File: src/rtl/loader_pkg.sv
// ---------------------------------------------------------------------------
// loader_pkg
// Shared types and constants for the instruction-memory boot loader.
//   state_t       : loader FSM states
//   WORD_BYTES    : bytes per instruction word
//   LEN_W         : width of the word-count header field
//   accepts_start : true in the states where a new load may be requested
// ---------------------------------------------------------------------------
package loader_pkg;

  localparam int WORD_BYTES = 4;
  localparam int LEN_W      = 16;

  typedef enum logic [2:0] {
    IDLE,
    LEN_LO,
    LEN_HI,
    DATA,
    CHK,
    DONE,
    ERR
  } state_t;

  function automatic logic accepts_start(input state_t s);
    return (s == IDLE) || (s == DONE) || (s == ERR);
  endfunction

endpackage

File: src/rtl/word_packer.sv
// ---------------------------------------------------------------------------
// word_packer
// Packs a byte stream into big-endian 32-bit words (first byte -> [31:24]).
// Ports:
//   clk_i, rst_i   : clock, synchronous active-high reset
//   clear_i        : discard any partial word (new load)
//   take_i         : consume byte_i this cycle
//   byte_i         : stream byte
//   last_byte_o    : combinational, high when the byte taken completes a word
//   word_valid_o   : registered one-cycle pulse, word_o holds a fresh word
//   word_o         : most recently completed word (held between pulses)
// ---------------------------------------------------------------------------
module word_packer
  import loader_pkg::*;
(
  input  logic        clk_i,
  input  logic        rst_i,
  input  logic        clear_i,
  input  logic        take_i,
  input  logic [7:0]  byte_i,
  output logic        last_byte_o,
  output logic        word_valid_o,
  output logic [31:0] word_o
);

  localparam int CNT_W = $clog2(WORD_BYTES);

  logic [CNT_W-1:0] cnt_q, cnt_d;
  logic [31:0]      shift_q, shift_d;
  logic [31:0]      word_q, word_d;
  logic             valid_q, valid_d;

  assign last_byte_o = take_i && (cnt_q == CNT_W'(WORD_BYTES - 1));

  always_comb begin
    // NOTE: every comb output gets a default first so no path leaves it
    // unassigned; otherwise synthesis infers a latch.
    cnt_d   = cnt_q;
    shift_d = shift_q;
    word_d  = word_q;
    valid_d = 1'b0;
    if (clear_i) begin
      cnt_d   = '0;
      shift_d = '0;
    end else if (take_i) begin
      shift_d = {shift_q[23:0], byte_i};
      if (last_byte_o) begin
        word_d  = shift_d;
        valid_d = 1'b1;
        cnt_d   = '0;
      end else begin
        cnt_d = cnt_q + CNT_W'(1);
      end
    end
  end

  always_ff @(posedge clk_i) begin
    // NOTE: sequential state uses non-blocking assignments so every register
    // samples its pre-edge value, independent of statement order.
    if (rst_i) begin
      cnt_q   <= '0;
      shift_q <= '0;
      word_q  <= '0;
      valid_q <= 1'b0;
    end else begin
      cnt_q   <= cnt_d;
      shift_q <= shift_d;
      word_q  <= word_d;
      valid_q <= valid_d;
    end
  end

  assign word_valid_o = valid_q;
  assign word_o       = word_q;

endmodule

File: src/rtl/instr_mem_loader.sv
// ---------------------------------------------------------------------------
// instr_mem_loader
// Boot loader driving the instruction-memory write port. Receives
// LEN_LO, LEN_HI (word count N), 4*N big-endian payload bytes and, when
// LOADER_CHECKSUM_EN is defined, one trailing mod-256 checksum byte.
// The CPU is held in reset until a load completes successfully.
// Optional feature macro: LOADER_CHECKSUM_EN (checksum byte and CHK state).
// Ports:
//   clk_i, rst_i         : clock, synchronous active-high reset
//   start_i              : begin a load (honoured in IDLE, DONE, ERR)
//   byte_i, byte_valid_i : byte stream input
//   byte_ready_o         : loader accepts a byte this cycle
//   imem_we_o            : one-cycle write strobe per word
//   imem_addr_o          : byte address of the write, [1:0] = 0
//   imem_data_o          : instruction word
//   cpu_rst_o            : CPU reset, high unless DONE
//   busy_o               : load in progress
//   done_o, err_o        : sticky completion / abort flags
// ---------------------------------------------------------------------------
module instr_mem_loader
  import loader_pkg::*;
#(
  parameter int ADDR_W = 10
) (
  input  logic              clk_i,
  input  logic              rst_i,
  input  logic              start_i,
  input  logic [7:0]        byte_i,
  input  logic              byte_valid_i,
  output logic              byte_ready_o,
  output logic              imem_we_o,
  output logic [ADDR_W+1:0] imem_addr_o,
  output logic [31:0]       imem_data_o,
  output logic              cpu_rst_o,
  output logic              busy_o,
  output logic              done_o,
  output logic              err_o
);

  localparam int unsigned MAX_WORDS = 2 ** ADDR_W;

  state_t            state_q, state_d;
  logic [7:0]        len_lo_q, len_lo_d;
  logic [LEN_W-1:0]  len_q, len_d;
  logic [LEN_W-1:0]  words_q, words_d;
  logic [ADDR_W-1:0] addr_q, addr_d;

  logic              xfer;
  logic              start_ok;
  logic              take;
  logic              last_byte;
  logic              word_valid;
  logic [31:0]       word;
  logic [LEN_W-1:0]  len_rx;
  logic              len_over;
  logic              payload_done;

`ifdef LOADER_CHECKSUM_EN
  logic [7:0]        sum_q, sum_d;
  logic              final_byte;
`endif

  assign xfer         = byte_valid_i && byte_ready_o;
  assign start_ok     = start_i && accepts_start(state_q);
  assign len_rx       = {byte_i, len_lo_q};
  assign len_over     = 32'(len_rx) > MAX_WORDS;
  assign payload_done = (words_q == len_q);
  // Bytes beyond the payload (while the final write drains) never reach
  // the packer, so they cannot create a stray word.
  assign take         = xfer && (state_q == DATA) && !payload_done;

`ifdef LOADER_CHECKSUM_EN
  assign final_byte   = last_byte && ((words_q + LEN_W'(1)) == len_q);
`endif

  word_packer u_packer (
    .clk_i        (clk_i),
    .rst_i        (rst_i),
    .clear_i      (start_ok),
    .take_i       (take),
    .byte_i       (byte_i),
    .last_byte_o  (last_byte),
    .word_valid_o (word_valid),
    .word_o       (word)
  );

  // ---- FSM: state register ----
  always_ff @(posedge clk_i) begin
    if (rst_i) state_q <= IDLE;
    else       state_q <= state_d;
  end

  // ---- FSM: next state ----
  always_comb begin
    state_d = state_q;
    unique case (state_q)
      IDLE, DONE, ERR: if (start_i) state_d = LEN_LO;
      LEN_LO:          if (xfer) state_d = LEN_HI;
      LEN_HI: begin
        if (xfer) begin
          if (len_over) begin
            state_d = ERR;
          end else if (len_rx == '0) begin
`ifdef LOADER_CHECKSUM_EN
            state_d = CHK;
`else
            state_d = DONE;
`endif
          end else begin
            state_d = DATA;
          end
        end
      end
      DATA: begin
`ifdef LOADER_CHECKSUM_EN
        // The checksum byte may follow the last payload byte immediately.
        if (final_byte) state_d = CHK;
`else
        // Leave only once the last word's strobe is on the bus, so done_o
        // rises in the cycle after the final write.
        if (payload_done) state_d = DONE;
`endif
      end
      CHK: begin
`ifdef LOADER_CHECKSUM_EN
        if (xfer) state_d = (byte_i == sum_q) ? DONE : ERR;
`else
        state_d = IDLE;
`endif
      end
      default: state_d = IDLE;
    endcase
  end

  // ---- FSM: outputs ----
  always_comb begin
    byte_ready_o = 1'b0;
    busy_o       = 1'b0;
    done_o       = 1'b0;
    err_o        = 1'b0;
    cpu_rst_o    = 1'b1;
    unique case (state_q)
      LEN_LO, LEN_HI, DATA, CHK: begin
        byte_ready_o = 1'b1;
        busy_o       = 1'b1;
      end
      DONE: begin
        done_o    = 1'b1;
        cpu_rst_o = 1'b0;
      end
      ERR:     err_o = 1'b1;
      default: ;
    endcase
  end

  // ---- Header, word counter, address counter, checksum ----
  always_comb begin
    len_lo_d = len_lo_q;
    len_d    = len_q;
    words_d  = words_q;
    addr_d   = addr_q;
`ifdef LOADER_CHECKSUM_EN
    sum_d    = sum_q;
`endif
    if (start_ok) begin
      words_d = '0;
      addr_d  = '0;
`ifdef LOADER_CHECKSUM_EN
      sum_d   = '0;
`endif
    end else begin
      if (xfer && (state_q == LEN_LO)) len_lo_d = byte_i;
      if (xfer && (state_q == LEN_HI)) len_d    = len_rx;
      if (last_byte)                   words_d  = words_q + LEN_W'(1);
      // Advance after the strobe so the address on the bus matches the word.
      if (word_valid)                  addr_d   = addr_q + ADDR_W'(1);
`ifdef LOADER_CHECKSUM_EN
      if (take)                        sum_d    = sum_q + byte_i;
`endif
    end
  end

  always_ff @(posedge clk_i) begin
    if (rst_i) begin
      len_lo_q <= '0;
      len_q    <= '0;
      words_q  <= '0;
      addr_q   <= '0;
`ifdef LOADER_CHECKSUM_EN
      sum_q    <= '0;
`endif
    end else begin
      len_lo_q <= len_lo_d;
      len_q    <= len_d;
      words_q  <= words_d;
      addr_q   <= addr_d;
`ifdef LOADER_CHECKSUM_EN
      sum_q    <= sum_d;
`endif
    end
  end

  assign imem_we_o   = word_valid;
  assign imem_addr_o = {addr_q, 2'b00};
  assign imem_data_o = word;

endmodule

File: config.mk
export PLATFORM = sky130hd
export DESIGN_NAME = instr_mem_loader
export DESIGN_NICKNAME = d
export VERILOG_FILES = /design/src/rtl/loader_pkg.sv /design/src/rtl/word_packer.sv /design/src/rtl/instr_mem_loader.sv
export SDC_FILE = /design/constraint.sdc
export NUM_CORES = 1
export LEC_CHECK = 0
export ABC_AREA = 1
export CAP_MARGIN = 0
export CORE_MARGIN = 2
export CORE_UTILIZATION = 58
export CTS_BUF_LIST = sky130_fd_sc_hd__clkbuf_8
export DETAILED_ROUTE_END_ITERATION = 6
export GPL_ROUTABILITY_DRIVEN = 0
export PLACE_DENSITY = 0.81
export SLEW_MARGIN = 20
export SYNTH_ARGS = -nofsm -noshare
export SYNTH_HDL_FRONTEND = slang
export SYNTH_SLANG_ARGS = --single-unit
File: constraint.sdc
create_clock -name clk_i -period 1.9 [get_ports clk_i]
set_input_delay 0.285 -clock clk_i [delete_from_list [all_inputs] [get_ports clk_i]]
set_output_delay 0.285 -clock clk_i [all_outputs]
set_load 0.02 [all_outputs]
Word-level counts from Yosys, hierarchy flattened
Index checks and enable logic that the tools add are counted.

storage, ports and cells
  bits in registers = 112
  latch bits = 0
  memory bits (writable) = 0
  bits in read-only memories = 0
  input port bits = 12
  output and inout port bits = 50
  logic and storage cells = 60
  memories kept = 0

operators by class
  add/sub/neg operators = 3
  $mul = 0
  divide/modulo/power cells = 0
  $lt $le $gt $ge = 1
  equal/unequal tests = 12
  shift operators = 0
  multiplexer cells = 13
  bitwise gates (word level) = 2
  reductions and logical operators = 20

operators with widths
  kind                                                                     number
  3-bit 2-to-1 mux                                                         6
  16-bit by 1-bit adder with 16-bit output (second input constant)         1
  16-bit == test                                                           1
  16-bit by 11-bit > comparator with 1-bit output (second input constant)  1
  16-bit zero test                                                         1
  3-bit case mux with 4 select lines                                       1
  10-bit by 1-bit adder with 10-bit output (second input constant)         1
  3-bit == test (second input constant)                                    3
  2-bit inequality test (second input constant)                            4
  1-bit logical AND                                                        7
  3-bit by 2-bit == test with 1-bit output (second input constant)         2
  3-bit OR reduction                                                       2
  1-bit 2-to-1 mux                                                         5
  2-bit AND reduction                                                      2
  4-bit AND reduction                                                      1
  4-bit OR reduction                                                       1
  3-bit by 1-bit == test with 1-bit output (second input constant)         1
  3-bit zero test                                                          1
  3-bit AND reduction                                                      1
  2-bit by 1-bit adder with 2-bit output (second input constant)           1
  2-bit == test (second input constant)                                    1
  1-bit logical OR                                                         2
  2-bit 2-to-1 mux                                                         1
  1-bit inverter                                                           2
  other kinds (2)                                                          2

Depth between registers and ports, before layout
Gate-level depths: netlist of run 1.

  depth in word-level cells = 8
  mapped depth = 14

Modules after synthesis
A second synthesis of run 1 with hierarchy kept.

unflattened totals
  cells, all modules = 711
  area, all modules = 5,049.8 µm²

modules (own cells, without submodules)
  module            instances  cells each  area each (µm²)  sequential area each (µm²)
  instr_mem_loader  1          389         2,768.9          1,061.0
  word_packer       1          322         2,280.9          1,181.1

Worst setup path before layout of run 1
No wires, ideal clock.

  path kind = register -> register
  from = reg state_q[0]
  to = reg len_q[10]
  library setup time = 128 ps
  arrival = 1,536 ps
  data required time = 1,772 ps
  slack = 235 ps
  stages on the path, launching flop included = 10
  clock period less this slack = 1,665 ps
  cell sequence = dfxtp_1 > buf_4 > inv_2 > nor3_2 > inv_2 > nand3_1 > nand3_1 > clkbuf_1 > o21ai_0 > a21oi_1

on the way
  word-level cells in the longest chain between the ends = 6

ends and longest elaborated chain
  item                                                                    line                     source
  start, declared                                                         instr_mem_loader.sv:42   state_t state_q, state_d;
  start signal, assigned                                                  instr_mem_loader.sv:90   else state_q <= state_d;
  3-bit by 2-bit == test with 1-bit output, or another cell as far along  --
  4-bit OR reduction (*)                                                  --
  1-bit 2-to-1 mux (*)                                                    --
  via busy_o                                                              instr_mem_loader.sv:35   output logic busy_o,
  1-bit logical AND (*)                                                   instr_mem_loader.sv:63   assign xfer = byte_valid_i && byte_ready_o;
  1-bit logical AND (*)                                                   instr_mem_loader.sv:173  if (xfer && (state_q == LEN_HI)) len_d = len_rx;
  2-bit AND reduction (no line) (*)                                       --
  end signal, assigned                                                    instr_mem_loader.sv:194  len_q <= len_d;
  end, declared                                                           instr_mem_loader.sv:44   logic [LEN_W-1:0] len_q, len_d;

Mark *: on every way through the listed nets, which the timed path passes. The rest lies on a longest branch.
A chain may end at the register's enable or synchronous reset.

Worst setup path in the final report of run 1
  from = reg state_q[0]
  to = out cpu_rst_o

on the way
  word-level cells in the longest chain between the ends = 2

ends and longest elaborated chain
  item              line                     source
  3-bit == test     instr_mem_loader.sv:142  unique case (state_q)
  1-bit 2-to-1 mux  instr_mem_loader.sv:142
  end, declared     instr_mem_loader.sv:34   output logic cpu_rst_o,

No other way between the ends.

==> out/summary.txt, run 1 <==
status - completed
hold endpoint - len_lo_q[6]
met1 Resource Use GR - 31.9%
Storage cell area - 2250 sq um
gr busiest metal - met2
Longest Clk Path Bufs - 2
GRT Total Usage - 25.0%
DR pass1 iterations - 5
Synth Cell Area - 5130 sq um
1st-iter DRT viols - 270
detailed-route via count - 4888
worst hold path type - register to register
Power Dens Cells - 851 nW/um^2
PortBufs - 59
post-synth cell types - 28
Mapped Cells - 771
largest net degree at the start of global routing - 55
Max VDD drop - 694 uV
Final ANT Viol Nets - 0
Nets - 843
Mean Syn Cell Area - 6.65 sq um
Routed Wire Length - 11.7 mm
I/O pins - 62
CP Capture Type - primary output
r2r setup slk - 0.16 ns
clock root cell - clkbuf_8
Tmin final - 1.75 ns
CP required - 1.62 ns
via/cell ratio - 5.19
clock sinks - 112
Routed WL per cell - 12.4 microns
crit start category - register
Ys Warns - 0
die area - 9610 sq um
worst hold start - len_lo_q[6]
Post-CTS Setup Bufs - 0
number of diodes - 0
sequential-to-total area share from yosys stat - 43.7%
layout cell share with drive strength beyond 1 - 7.68%
cell count after placement - 925
synthesized flop and latch total - 112
maxcap violations - 0
DRC viols - 0
final setup vio count - 0
area delta synth->final - 18.6%
Post-DP HPWL - 8.27 mm
reg2reg path depth - 11
setup tns final - 0 ns
Die Y - 98.0 microns
worst reg2reg path endpoint - words_q[10]
final cell count without fillers - 941
P_leak - 2.64 nW
M3 GR Usage - 4.01%
met2 Usage GRT - 42.1%
vias in the first global route - 4499
critical path fanouts, max - 5
Rel. slew slack - 66.3%
GR Overflow Total - 0
initial antenna violation count - 1
global-route wire length before repair - 20.0 mm
Worst Max-Slew Pin Slew - 0.505 ns
Worst-Skew Late Latency - 0.37 ns
Tcrit/Tclk final - 92.0%
Final Hold Violating Endpoints - 0
final clock skew - 0.0171 ns
CTS tree - done
final hold slack - 0.466 ns
Initial Utilization - 59.4%
register clock-pin slew on the reported worst setup and hold paths - 0.10 ns
fmax - 572 MHz
die span in x - 98.0 microns
critical path class - register to primary output
beginning of the worst register-to-register path - words_q[0]
RSZ-0062 raised after global routing - no
hold path cells - 2
Place WS - 0.0530 ns
area of the multi-input gates - 2350 sq um
H-tree depth - 3
Inserted Clock Buffers - 9
# fillers - 747
Setup WS post-layout - 0.152 ns
Core Area - 8640 sq um
Row Count - 34
max-slew violations - 0
Critical Path AT - 1.46 ns
## report_power, final
part           leakage (nW)  switching, mW  internal (mW)  total (mW)
combinational          1.63          0.819          0.404        1.22
sequential            0.906         0.0744           2.44        2.52
clock                 0.106          0.851          0.585        1.44
total                  2.64           1.75           3.43        5.18
## repair_timing
item / 4_1_cts / 5_1_grt
gates resized for setup: 11 / 10
hold buffers: 0 / 0
setup endpoints to repair: 5 / 47
## cells in the final DEF, fill, tap and decap left out, drive strengths merged
cell type / n
a31oi: 1
nand3: 20
mux2i: 1
nand2: 189
dlygate4sd2: 3
nor3: 5
nor2: 179
a21oi: 44
buf: 27
clkinv: 2
conb: 2
xor2: 12
nand4: 22
inv: 91
xnor2: 1
ha: 3
o21a: 2
dfxtp: 112
clkdlybuf4s50: 54
clkbuf: 11
o21ai: 52
## critical path, cell delays in order (launching register included)
cell           delay [ns]
dfxtp_2              0.40
buf_4                0.14
nand2_1              0.06
nor2_1               0.13
inv_1                0.05
dlygate4sd2_1        0.32
## metal layers
metal	up-vias	routed length (microns)
met4	2	225
met1	2204	5240
li1	2495	-
met5	-	13
met3	22	661
met2	165	5520
## flip-flops by register name, indices dropped and copies added (netlist names)
register and count:
addr_q 10, len_lo_q 8, len_q 16, state_q 3, u_packer.cnt_q 2, u_packer.shift_q 24
u_packer.word_o 32, u_packer.word_valid_o 1, words_q 16
## metrics by stage
step           power, mW  area, sq um  utilization, %
2_1_floorplan       3.40         5130               -
3_3_place_gp        3.75         5870            68.0
3_5_place_dp        3.80         5870            68.0
4_1_cts             5.20         6080            70.4
5_1_grt             5.46         6080            70.4
6_report            5.18         6080            70.4
## Yosys cell counts
library cell | instances | area share, %
nand2_1 | 187 | 14
nor2_1 | 178 | 13
dfxtp_1 | 112 | 44
inv_1 | 80 | 5.9
o21ai_0 | 51 | 5.0
a21oi_1 | 44 | 4.3
nand4_1 | 22 | 2.7
nand3_1 | 19 | 1.9
clkbuf_1 | 17 | 1.2
xor2_1 | 12 | 2.0
buf_2 | 8 | 0.78
buf_4 | 8 | 1.2
inv_2 | 7 | 0.51
buf_6 | 5 | 1.1
nor3_1 | 4 | 0.39
ha_1 | 3 | 0.73
nand2_2 | 2 | 0.24
o21a_1 | 2 | 0.29
a31oi_1 | 1 | 0.12
buf_1 | 1 | 0.073
clkinv_1 | 1 | 0.073
conb_1 | 1 | 0.073
mux2i_1 | 1 | 0.20
nand3_2 | 1 | 0.20
nor2_4 | 1 | 0.22
nor3_2 | 1 | 0.20
o21ai_1 | 1 | 0.097
xnor2_1 | 1 | 0.17
## cell families after synthesis
group | share of synthesized area (%)
AOI/OAI and AO/OA | 9.78
xor gates and xnor gates | 2.22
adders and majority gates | 0.732
buffers and inverters | 10.8
DFF | 43.7
muxes | 0.195
other | 0.0731
and+or+nand+nor | 32.5
## worst max-delay path by stage
stage,endpoint,cells past startpoint,startpoint,slack [ns]
global route,words_q[4],11,words_q[8],0.009
floorplan,len_q[10],9,state_q[0],0.24
CTS,byte_ready_o,5,state_q[1],0.01
global placement,busy_o,5,state_q[0],0.13
detailed placement,byte_ready_o,7,state_q[1],0.05
finish,cpu_rst_o,5,state_q[0],0.15
## cell type report
cell class,count,share of cell area [%]
flip-flops and latches,112,37.0
multi-input cells,533,38.6
inverters,88,5.43
clock inverters,5,0.885
clock buffers,11,2.49
well taps,108,2.22
repair buffers,84,13.4
No activity file was read; power rests on OpenSTA's default activity.
==> run 2, diff against run 1 <==
--- a/config.mk
+++ b/config.mk
@@ -13,6 +13,7 @@
 export DETAILED_ROUTE_END_ITERATION = 6
 export GPL_ROUTABILITY_DRIVEN = 0
 export PLACE_DENSITY = 0.81
+export SKIP_LAST_GASP = 1
 export SLEW_MARGIN = 20
 export SYNTH_ARGS = -nofsm -noshare
 export SYNTH_HDL_FRONTEND = slang
==> run 2 against run 1 <==
Critical path depth increased by 2; clock power about the same; via count increased by 0.18%; hold slack improved by 0.00054 ns; maximum frequency decreased by 0.85%; non-clock buffer count unchanged; core utilization unchanged; worst setup slack got worse by 0.015 ns; die area unchanged; cell area unchanged; wire length decreased by 0.24%; critical endpoint is now byte_ready_o.
==> out/summary.txt, run 2 (same netlist as run 1, synthesis figures left out) <==
area of the multi-input gates - 2350 sq um (unchanged)
Setup WS post-layout - 0.137 ns (-0.0150 ns)
I/O pins - 62 (unchanged)
H-tree depth - 3 (unchanged)
initial antenna violation count - 1 (unchanged)
Post-CTS Setup Bufs - 0 (unchanged)
max reg flops - 32 (unchanged)
crit start category - register
Core Util, Final - 70.4% (unchanged)
max-slew violations - 0 (unchanged)
critical path fanouts, max - 6 (+1)
Max VDD drop - 696 uV (+0.40%)
crit path cell chain - inv_2 -> nor2_2 -> nand2_1 -> nand2_1 -> inv_1 -> nand3_1 -> clkbuf_2
detailed-route via count - 4897 (+0.18%)
Final Hold Violating Endpoints - 0 (unchanged)
Longest Clk Path Bufs - 2 (unchanged)
number of diodes - 0 (unchanged)
GRT Total Usage - 25.0% (unchanged)
Critical Path AT - 1.48 ns (+0.02 ns)
clock sinks - 112 (unchanged)
largest net degree at the start of global routing - 55 (unchanged)
P_leak - 2.64 nW (about the same)
Row Count - 34 (unchanged)
final clock skew - 0.0189 ns (+0.00189 ns)
via/cell ratio - 5.20 (+0.18%)
Max stage delay on crit path - 0.38 ns (-0.02 ns)
die span in x - 98.0 microns (unchanged)
GR Overflow Total - 0 (unchanged)
clock root cell - clkbuf_8
Inserted Clock Buffers - 9 (unchanged)
Storage cell area - 2250 sq um (unchanged)
P_sw - 1.75 mW (+0.28%)
critical path class - register to primary output
CP bufs+invs - 3 (unchanged)
Routed WL per cell - 12.4 microns (-0.24%)
Place WS - 0.0530 ns (unchanged)
Tcrit/Tclk final - 92.8% (+0.79 points)
Nets - 843 (unchanged)
CP Capture Type - primary output
Worst Max-Slew Pin Slew - 0.508 ns (+0.00251 ns)
DP Area - 5870 sq um (unchanged)
Die Y - 98.0 microns (unchanged)
Combinational Power Share - 23.6% (about the same)
DR pass1 iterations - 5 (unchanged)
Routed Wire Length - 11.6 mm (-0.24%)
status - completed
Final ANT Viol Nets - 0 (unchanged)
die area - 9610 sq um (unchanged)
PortBufs - 59 (unchanged)
# fillers - 747 (unchanged)
maxcap violations - 0 (unchanged)
Tmin final - 1.76 ns (+0.0150 ns)
global-route wire length before repair - 20.0 mm (about the same)
P_int - 3.43 mW (about the same)
most frequent cells in the layout - nand2_1 (187), nor2_1 (177), dfxtp_1 (105)
Seq pwr share - 48.6% (about the same)
most common cell after layout, fill and taps aside - nand2_1
worst hold path type - register to register
area delta synth->final - 18.6% (unchanged)
layout cell share with drive strength beyond 1 - 7.68% (unchanged)
Core Area - 8640 sq um (unchanged)
Worst-Skew Late Latency - 0.37 ns (about the same)
final setup vio count - 0 (unchanged)
CP required - 1.62 ns (about the same)
post-route cell area - 6080 sq um (unchanged)
fmax - 567 MHz (-0.85%)
Crit path max-delay family - flip-flops
DRC viols - 0 (unchanged)
CTS tree - done
register clock-pin slew on the reported worst setup and hold paths - 0.11 ns (about the same)
most used cell, CP - nand2_1
Clk network pwr share - 27.8% (about the same)
CP max stage cell - dfxtp_1
1st-iter DRT viols - 253 (-6.3%)
Hold Buf Count CTS - 0 (unchanged)
Sw Share - 33.8% (+0.065 points)
Rel. slew slack - 66.2% (-0.17 points)
Initial Utilization - 59.4% (unchanged)
Post-DP HPWL - 8.27 mm (unchanged)
Power Dens Cells - 852 nW/um^2 (about the same)
vias in the first global route - 4504 (+0.11%)
RSZ-0062 raised after global routing - no
-- run 2: through the flow --
step / power (mW) / TNS, ns / std cells / hold slack [ns]
finish: 5.18 / 0 / 941 / 0.466
global route: 5.46 / 0 / 941 / 0.485
CTS: 5.19 / -0.107 / 941 / 0.469
detailed placement: 3.80 / 0 / 925 / 0.454
global placement: 3.75 / 0 / 925 / 0.448
floorplan: 3.40 / 0 / 772 / 0.420
-- run 2: final cells by class --
class,count,share of cell area [%]
Clock buffer,11,2.49
Timing Repair Buffer,84,13.4
Tap cell,108,2.22
Multi-Input combinational cell,533,38.6
Sequential cell,112,37.0
Inverter,88,5.43
Clock inverter,5,0.885
-- run 2: routing by layer --
metal / wire, microns / vias up / GRT usage (%)
li1: - / 2495 / -
met1: 5220 / 2221 / 31.9
met2: 5480 / 155 / 42.1
met3: 677 / 24 / 4.01
met4: 246 / 2 / 10.4
met5: 13 / - / 0
-- run 2: worst paths after layout --
| kind | startpoint | to | slack (ns) | depth (start not counted) |
|---|---|---|---|---|
| max | state_q[1] | byte_ready_o | 0.14 | 7 |
| min | len_lo_q[6] | len_lo_q[6] | 0.47 | 2 |
| max reg2reg | state_q[0] | u_packer.shift_q[10] | 0.16 | 9 |
| min reg2reg | len_lo_q[6] | len_lo_q[6] | 0.47 | 2 |
-- run 2: worst min-delay path: cells and delay by family, from the launching register on --
| kind | cells | cell delay, ns |
|---|---|---|
| buffers and inverters | 1 | 0.05 |
| flip-flops | 1 | 0.33 |
| AO/OA/AOI/OAI | 1 | 0.05 |
-- run 2: repair_timing --
item	4_1_cts	5_1_grt
gates cloned	0	0
gates resized for setup	7	13
setup endpoints to repair	5	47
-- run 2: power by group through the flow --
stage / registers, mW / logic (mW) / clock network (mW)
after floorplan: 2.54 / 0.869 / 0
after global routing: 2.53 / 1.37 / 1.56
after global placement: 2.56 / 1.20 / 0
after CTS: 2.51 / 1.22 / 1.46
after detailed placement: 2.56 / 1.24 / 0
final: 2.52 / 1.22 / 1.44
==> run 3, diff against run 2 <==
--- a/config.mk
+++ b/config.mk
@@ -8,11 +8,12 @@
 export ABC_AREA = 1
 export CAP_MARGIN = 0
 export CORE_MARGIN = 2
-export CORE_UTILIZATION = 58
+export CORE_UTILIZATION = 45
 export CTS_BUF_LIST = sky130_fd_sc_hd__clkbuf_8
 export DETAILED_ROUTE_END_ITERATION = 6
 export GPL_ROUTABILITY_DRIVEN = 0
-export PLACE_DENSITY = 0.81
+export PLACE_DENSITY = 0.65
+export RECOVER_POWER = 50
 export SKIP_LAST_GASP = 1
 export SLEW_MARGIN = 20
 export SYNTH_ARGS = -nofsm -noshare
==> run 3 against run 2 <==
Non-clock buffer count up 8; maximum frequency is 0.23% lower; critical path type unchanged; die area rose by 28%; core utilization is 14 points lower; worst setup slack got worse by 0.0040 ns; critical endpoint is now cpu_rst_o; clock skew decreased by 0.0089 ns.
==> out/summary.txt, run 3 (same netlist as run 1, synthesis figures left out) <==
reg2reg path depth - 12 (+3)
Setup WS post-layout - 0.133 ns (-0.00401 ns)
most common cell after layout, fill and taps aside - nand2_1
clock root cell - clkbuf_8
max reg flops - 32 (unchanged)
worst reg2reg path endpoint - u_packer.word_o[23]
Post-DP HPWL - 8.77 mm (+6.1%)
CP bufs+invs - 3 (unchanged)
1st-iter DRT viols - 291 (+15%)
hold path cells - 2 (unchanged)
CP required - 1.62 ns (about the same)
die area - 12300 sq um (+28%)
Max VDD drop - 674 uV (-3.3%)
maxcap violations - 0 (unchanged)
PortBufs - 59 (unchanged)
DRC viols - 0 (unchanged)
max-slew violations - 0 (unchanged)
Longest Clk Path Bufs - 2 (unchanged)
CP startpoint - state_q[0]
critical path endpoint - cpu_rst_o
Nets - 851 (+0.95%)
CTS tree - done
Worst path depth - 5 (-2)
Initial Utilization - 46.7% (-13 points)
initial antenna violation count - 0 (-1)
Place WS - -0.118 ns (-0.171 ns)
crit start category - register
final setup vio count - 0 (unchanged)
Max stage delay on crit path - 0.39 ns (about the same)
I/O pins - 62 (unchanged)
fmax - 566 MHz (-0.23%)
Power Dens Cells - 843 nW/um^2 (-1.0%)
largest net degree at the start of global routing - 52 (-5.5%)
Worst-Skew Late Latency - 0.39 ns (+0.02 ns)
register clock-pin slew on the reported worst setup and hold paths - 0.10 ns (about the same)
status - completed
Final ANT Viol Nets - 0 (unchanged)
Core Util, Final - 56.4% (-14 points)
GR Overflow Total - 0 (unchanged)
most frequent cells in the layout - nand2_1 (187), nor2_1 (176), dfxtp_1 (105)
GRT Total Usage - 19.9% (-5.1 points)
clock sinks - 112 (unchanged)
die span in x - 111 microns (+13%)
Post-CTS Setup Bufs - 0 (unchanged)
Rel. slew slack - 62.4% (-3.8 points)
CP Capture Type - primary output
area delta synth->final - 20.7%
global-route wire length before repair - 20.1 mm (+0.52%)
worst hold path type - register to register
layout cell share with drive strength beyond 1 - 8.57% (+0.89 points)
Die Y - 111 microns (+13%)
Routed WL per cell - 12.6 microns (+2.2%)
vias in the first global route - 4464 (-0.89%)
Critical Path AT - 1.48 ns (about the same)
Worst Max-Slew Pin Slew - 0.565 ns (+0.0571 ns)
crit path cell chain - buf_4 -> nand2_1 -> nor2_1 -> inv_1 -> dlygate4sd2_1
Inserted Clock Buffers - 9 (unchanged)
P_leak - 2.80 nW (+6.2%)
CP max stage cell - dfxtp_2
Crit path max-delay family - buffers and inverters
critical path class - register to primary output
H-tree depth - 3 (unchanged)
DR pass1 iterations - 5 (unchanged)
Core Area - 11000 sq um (+27%)
final clock skew - 0.0100 ns (-0.00890 ns)
critical path fanouts, max - 5 (-1)
Routed Wire Length - 12.4 mm (+6.5%)
r2r setup slk - 0.19 ns (+0.03 ns)
Tmin final - 1.77 ns (+0.00401 ns)
Tcrit/Tclk final - 93.0% (+0.21 points)
via/cell ratio - 4.98 (-4.4%)
Row Count - 38 (+12%)
number of diodes - 0 (unchanged)
detailed-route via count - 4876 (-0.43%)
Final Hold Violating Endpoints - 0 (unchanged)
beginning of the worst register-to-register path - words_q[9]
-- run 3: cell count changes in the layout (fill, tap and decap cells not counted), moves of 2 or more --
cell	previous run	this run
buf_4	21	27
dlygate4sd3_1	0	35
clkdlybuf4s50_1	54	19
clkbuf_8	11	9
-- run 3: power breakdown --
group	total, mW	switching, mW	internal, mW
logic	1.25	0.849	0.405
registers	2.52	0.0731	2.45
clock network	1.45	0.836	0.613
-- run 3: timing repair --
item	in CTS	in global routing
setup endpoints to repair	9	78
hold buffers	0	0
gates resized for setup	12	13
pin swaps	0	0
gates cloned	0	1
-- run 3: stage by stage --
step           power, mW  area, sq um  hold slack (ns)  instances  setup TNS (ns)
2_1_floorplan       3.40         5130            0.420        772               0
3_3_place_gp        3.79         5970            0.451        964           -2.09
3_5_place_dp        3.83         5970            0.447        964           -2.99
4_1_cts             5.25         6170            0.462        979         -0.0477
5_1_grt             5.48         6190            0.487        980       -0.000247
6_report            5.22         6190            0.461        980               0
-- run 3: layer usage --
layer / vias up / share of wire [%] / GRT usage (%)
met2: 111 / 45 / 32.3
met5: - / 0 / 0
li1: 2510 / - / -
met1: 2225 / 48 / 24.9
met3: 30 / 4.3 / 3.50
met4: 0 / 3.4 / 11.2
-- run 3: layout make-up --
type | instances | area [sq um]
multi-input combinational | 533 | 2370
timing repair buffer | 92 | 876
tap | 140 | 175
clock inverter | 6 | 68.8
fill | 1086 | 4790
sequential | 112 | 2250
clock buffer | 9 | 124
inverter | 88 | 330
-- run 3: worst min-delay path by stage --
stage | from | endpoint
finish | len_lo_q[4] | len_lo_q[4]
CTS | len_lo_q[4] | len_lo_q[4]
detailed placement | len_lo_q[4] | len_lo_q[4]
global route | len_lo_q[0] | len_lo_q[0]
global placement | len_lo_q[7] | len_lo_q[7]
floorplan | byte_i[0] | u_packer.word_o[0]
-- run 3: worst register-to-register path, stage by stage, from the launching register on --
cell and delay (ns):
dfxtp_1 0.44, inv_1 0.09, nand2_1 0.07, nand2_1 0.05, nor2_1 0.09, nand2_1 0.07, nor2_1 0.12, nand2_2 0.14
nand3_4 0.15, buf_12 0.20, nand2_1 0.10, nand2_1 0.06, nor2_1 0.04
